===== config.mk =====
export PLATFORM = sky130hd
export DESIGN_NAME = imem_boot_loader
export DESIGN_NICKNAME = d
export VERILOG_FILES = /design/src/rtl/imem_loader_pkg.sv /design/src/rtl/word_packer.sv /design/src/rtl/imem_boot_loader.sv
export SDC_FILE = /design/constraint.sdc
export NUM_CORES = 1
export LEC_CHECK = 0
export CORE_MARGIN = 1
export CORE_UTILIZATION = 46
export CTS_BUF_LIST = sky130_fd_sc_hd__clkbuf_2 sky130_fd_sc_hd__clkbuf_4 sky130_fd_sc_hd__clkbuf_8
export CTS_CLUSTER_SIZE = 16
export DETAILED_ROUTE_END_ITERATION = 7
export HOLD_SLACK_MARGIN = 0.08
export PLACE_DENSITY = 0.7
export SLEW_MARGIN = 0
export SYNTH_ARGS = -nofsm -noshare
export SYNTH_HDL_FRONTEND = slang
export SYNTH_SLANG_ARGS = --single-unit

===== constraint.sdc =====
create_clock -name clk -period 2.7 [get_ports clk]
set_clock_uncertainty 0.1 [all_clocks]
set_input_delay 0.27 -clock clk [delete_from_list [all_inputs] [get_ports clk]]
set_output_delay 0.27 -clock clk [all_outputs]
set_load 0.02 [all_outputs]

===== src/rtl/imem_loader_pkg.sv =====
// Shared types and constants for the instruction-memory boot loader.
package imem_loader_pkg;

    localparam int unsigned BYTES_PER_WORD = 4;
    localparam int unsigned BYTE_W         = 8;
    localparam int unsigned WORD_W         = BYTES_PER_WORD * BYTE_W;
    localparam int unsigned LANE_W         = $clog2(BYTES_PER_WORD);
    localparam int unsigned LEN_W          = 16;

    typedef enum logic [2:0] {
        IDLE,
        LEN_LO,
        LEN_HI,
        BYTES,
        WRITE,
        DONE,
        ERR
    } state_e;

    // True when a header word count fits a memory of 2**addr_w words.
    function automatic logic len_fits(input logic [LEN_W-1:0] n, input int unsigned addr_w);
        return 32'(n) <= (32'd1 << addr_w);
    endfunction

endpackage


===== src/rtl/word_packer.sv =====
// Packs an accepted byte stream little-endian into 32-bit words, one lane per byte.
module word_packer
    import imem_loader_pkg::*;
(
    input  logic              clk,
    input  logic              rst_n,
    input  logic              clear,
    input  logic              push,
    input  logic [BYTE_W-1:0] data,
    output logic [WORD_W-1:0] word,
    output logic              word_full_c
);

    logic [LANE_W-1:0] lane;

    // Asserted while the byte being pushed completes the word.
    assign word_full_c = push && (lane == LANE_W'(BYTES_PER_WORD - 1));

    always_ff @(posedge clk) begin
        if (!rst_n) begin
            lane <= '0;
            word <= '0;
        end else if (clear) begin
            lane <= '0;
        end else if (push) begin
            word[lane*BYTE_W +: BYTE_W] <= data;
            lane                       <= lane + LANE_W'(1);
        end
    end

endmodule


===== src/rtl/imem_boot_loader.sv =====
// Streams a length-prefixed byte image into instruction memory and releases the core when done.
module imem_boot_loader
    import imem_loader_pkg::*;
#(
    parameter int unsigned ADDR_W = 10,
    parameter int unsigned DATA_W = 32
) (
    input  logic              clk,
    input  logic              rst_n,
    input  logic              start,
    input  logic              in_valid,
    input  logic [7:0]        in_data,
    output logic              in_ready,
    output logic              imem_we,
    output logic [ADDR_W-1:0] imem_addr,
    output logic [DATA_W-1:0] imem_wd,
    output logic              cpu_run,
    output logic              done,
    output logic              error
);

    state_e            state;
    state_e            state_nxt;
    logic [BYTE_W-1:0] len_lo;
    logic [LEN_W-1:0]  hdr_len;
    logic [LEN_W-1:0]  words_left;
    logic              xfer;
    logic              push;
    logic              clear;
    logic              restart;
    logic              word_full_c;
    logic [WORD_W-1:0] word;

    assign xfer    = in_valid && in_ready;
    assign push    = (state == BYTES) && xfer;
    assign hdr_len = {in_data, len_lo};

    word_packer u_packer (
        .clk         (clk),
        .rst_n       (rst_n),
        .clear       (clear),
        .push        (push),
        .data        (in_data),
        .word        (word),
        .word_full_c (word_full_c)
    );

    assign imem_wd = DATA_W'(word);

    // State register
    always_ff @(posedge clk) begin
        if (!rst_n) begin
            state <= IDLE;
        end else begin
            state <= state_nxt;
        end
    end

    // Next-state and datapath strobes
    always_comb begin
        state_nxt = state;
        restart   = 1'b0;
        clear     = 1'b0;
        case (state)
            IDLE, DONE, ERR: begin
                if (start) begin
                    state_nxt = LEN_LO;
                    restart   = 1'b1;
                    clear     = 1'b1;
                end
            end
            LEN_LO: begin
                if (xfer) begin
                    state_nxt = LEN_HI;
                end
            end
            LEN_HI: begin
                if (xfer) begin
                    if (hdr_len == '0) begin
                        state_nxt = DONE;
                    end else if (!len_fits(hdr_len, ADDR_W)) begin
                        state_nxt = ERR;
                    end else begin
                        state_nxt = BYTES;
                    end
                end
            end
            BYTES: begin
                if (word_full_c) begin
                    state_nxt = WRITE;
                end
            end
            WRITE: begin
                clear     = 1'b1;
                state_nxt = (words_left == LEN_W'(1)) ? DONE : BYTES;
            end
            default: begin
                state_nxt = IDLE;
            end
        endcase
    end

    // Registered outputs follow the state being entered; counters track the load.
    always_ff @(posedge clk) begin
        if (!rst_n) begin
            in_ready   <= 1'b0;
            imem_we    <= 1'b0;
            imem_addr  <= '0;
            cpu_run    <= 1'b0;
            done       <= 1'b0;
            error      <= 1'b0;
            len_lo     <= '0;
            words_left <= '0;
        end else begin
            in_ready <= (state_nxt inside {LEN_LO, LEN_HI, BYTES});
            imem_we  <= (state_nxt == WRITE);
            cpu_run  <= (state_nxt == DONE);
            done     <= (state_nxt == DONE) && (state != DONE);
            error    <= (state_nxt == ERR);

            if ((state == LEN_LO) && xfer) begin
                len_lo <= in_data;
            end
            if ((state == LEN_HI) && xfer) begin
                words_left <= hdr_len;
            end

            // Address holds on the final word so it never wraps past the top.
            if (restart) begin
                imem_addr <= '0;
            end else if (state == WRITE) begin
                words_left <= words_left - LEN_W'(1);
                if (words_left != LEN_W'(1)) begin
                    imem_addr <= imem_addr + ADDR_W'(1);
                end
            end
        end
    end

endmodule


==> reports/qor.txt <==
Routed len/inst: 15.8 um
Core area: 7410 sq um
Share of synthesized registers carrying an async set or reset: 0%
Cell mode on critical path: or3b_1
# rows: 31
Overall die width: 90.5 um
Synth warnings: 0
Ys flop type: dfxtp_1
Vias in the first global route: 3,203
DP Area: 4350 sq um
Tot GR Track Use: 24.0%
Mapped Avg Cell Area: 8.47 sq um
Postcts setup bufs: 0
ANT cells: 0
Worst-Margin Slew: 0.537 ns
# port buffers: 58
Hold Crit Class: flop to flop
Clk slew on worst S/H paths: 0.08 ns
Fmax: 446 MHz
Clock buffer depth: 2
H-tree Lvls: 3
# resized after CTS: 0
Sink Count: 76
Maxcap violations: 0
DR vias: 3,342
Slew Limit Fails: 0
Fin crit share: 83.0%
Die Height: 90.5 um
Remaining antenna violation count: 0
CP max FO: 5
P&R area growth vs syn: 26.9%
DRT Pass-1 Iters: 5
R2R cell count: 7
Hold path startpoint: u_packer.word[28]
IO Pins: 59
Startpoint Class: flop
Largest net degree at the start of global routing: 51
Crit path buffers/inverters: 1
Critical path's top delay family: simple AND/OR/NAND/NOR gates
Gate Count Post-Synth: 425
RSZ-0062 raised after global routing: false
Post-route minimum period: 2.24 ns
Global-route wire length before repair: 15,700 um
Initial Utilization: 48.6%
CP Data Arrival Time: 2.39 ns
Status: complete, no violations
Seq cells post-synth: 76
DRC violations left: 0
Initial antenna violation count: 0
LEAKAGE: 1.57 nW
Slowest stage delay, CP: 0.41 ns
Req. time, crit path: 2.85 ns
RR Startpoint: words_left[0]
EDFF count, synth: 0
Syn Nets: 445
Setup TNS: 0 ns
CTS tree: done
CTS Root Cell: clkbuf_8
DR iter-0 viols: 208
Worst-Skew Late Latency: 0.36 ns
Post-Syn Area: 3600 sq um
WHS Path Cells: 2
Post-CTS Hold Fix Bufs: 0
Vias/cell: 5.61
VDD IR-drop max: 0.240 mV
Cell area after layout: 4570 sq um
Critical path class: flop to flop
RR Endpoint: words_left[12]
CTS buffer count: 9
Worst Hold Endpoint: u_packer.word[28]
Layout cells sized above 1: 10.9%
DP HPWL: 6680 um
Crit. End Element: flop
Pwr dens: 498 nW/um^2
Crit-path cells: inv_1 -> ha_1 -> or3b_1 -> nor3_2 -> nand3_1 -> or3b_1 -> o2111a_1
Distinct cell type count after synthesis: 64
Total die area: 8180 sq um
R2R Setup Slk: 0.46 ns
Sequential area share after synthesis: 42.3%
Slowest cell on the critical path: or3b_1
Slew HR: 64.2%
Nets@finish: 513
Fin. Hold Viols: 0
Total Routed Length: 9390 um
Final GP Congestion: 0.881
Final setup vio count: 0
Grt total ovfl: 0
## routing by layer
| layer | GRT usage, % | vias to the layer above | routed length, um | part of all wire [%] |
|---|---|---|---|---|
| li1 | - | 1660 | - | - |
| met1 | 31.8 | 1544 | 4300 | 46 |
| met2 | 38.4 | 117 | 4320 | 46 |
| met3 | 3.37 | 21 | 530 | 5.6 |
| met4 | 11.2 | 0 | 243 | 2.6 |
| met5 | 0 | - | 0 | 0 |
## flip-flops by register name, indices dropped and copies added, names as in the netlist
signal and cells:
cpu_run 1, done 1, imem_addr 10, state 3, in_ready 1, len_lo 8, u_packer.word 32, words_left 16
u_packer.lane 2, imem_we 1, error 1
## worst min-delay path, stage by stage, from the launching register on
cell,delay (ns)
dfxtp_1,0.31
nand2_1,0.05
a21oi_1,0.05
## worst max path at each step
stage | start | endpoint | slack (ns) | cells past startpoint
2_1_floorplan | words_left[0] | words_left[12] | 0.75 | 7
3_3_place_gp | in_valid | done | 0.38 | 6
3_5_place_dp | in_valid | done | 0.30 | 6
4_1_cts | words_left[1] | words_left[12] | 0.48 | 7
5_1_grt | words_left[0] | words_left[12] | 0.33 | 7
6_report | words_left[0] | words_left[12] | 0.46 | 7
## synth_stat cells (7+ instances only)
master     n  area (sq um)
a21oi_1   45           225
a31oi_1    7          43.8
nand2_1   55           206
ha_1       8           100
clkbuf_1  11          41.3
nand3_1   39           195
o21ai_0   11          55.1
dfxtp_1   76          1520
mux2i_1   10           100
nor3_1    11          55.1
nor2_1    37           139
inv_1     10          37.5
## placed cells by master, fill, tap and decap left out, types with 5 or more instances in the layout
cell type,count
o21ai_0,11
nand3_1,39
nor2_1,37
a21oi_1,45
and3_1,6
mux2i_1,10
ha_1,8
and2_1,5
nand4_1,6
dfxtp_1,76
clkbuf_8,11
a31oi_1,7
nand2_1,55
buf_4,19
clkdlybuf4s50_1,58
inv_1,10
nor3_1,11
## through the flow
stage,setup WS (ns),cells,hold slack (ns),util [%],total power [mW]
after floorplan,0.751,425,0.287,-,1.25
after global placement,0.379,581,0.337,58.7,1.31
after detailed placement,0.305,581,0.343,58.7,1.31
after CTS,0.479,596,0.353,61.7,2.28
after global routing,0.329,596,0.376,61.7,2.34
final,0.458,596,0.351,61.7,2.28
## layout make-up
cell class	instances	area (sq um)
Inverter	11	41.3
Clock buffer	11	151
Tap cell	99	124
Multi-Input combinational cell	318	1940
Fill cell	654	2840
Sequential cell	76	1520
Clock inverter	4	72.6
Timing Repair Buffer	77	723
## cells by family after synthesis
group	Yosys count	synth area share (%)
buffers and inverters	31	3.96
xor gates and xnor gates	7	1.70
AOI/OAI and AO/OA	93	16.9
adders and majority gates	8	2.78
DFF	76	42.3
muxes	10	2.78
and+or+nand+nor	200	29.6
## power breakdown
| group | internal (mW) | switching [mW] |
|---|---|---|
| registers | 1.13 | 0.0150 |
| clock network | 0.564 | 0.425 |
| logic | 0.0571 | 0.0857 |
No activity file was read; power rests on OpenSTA's default activity.
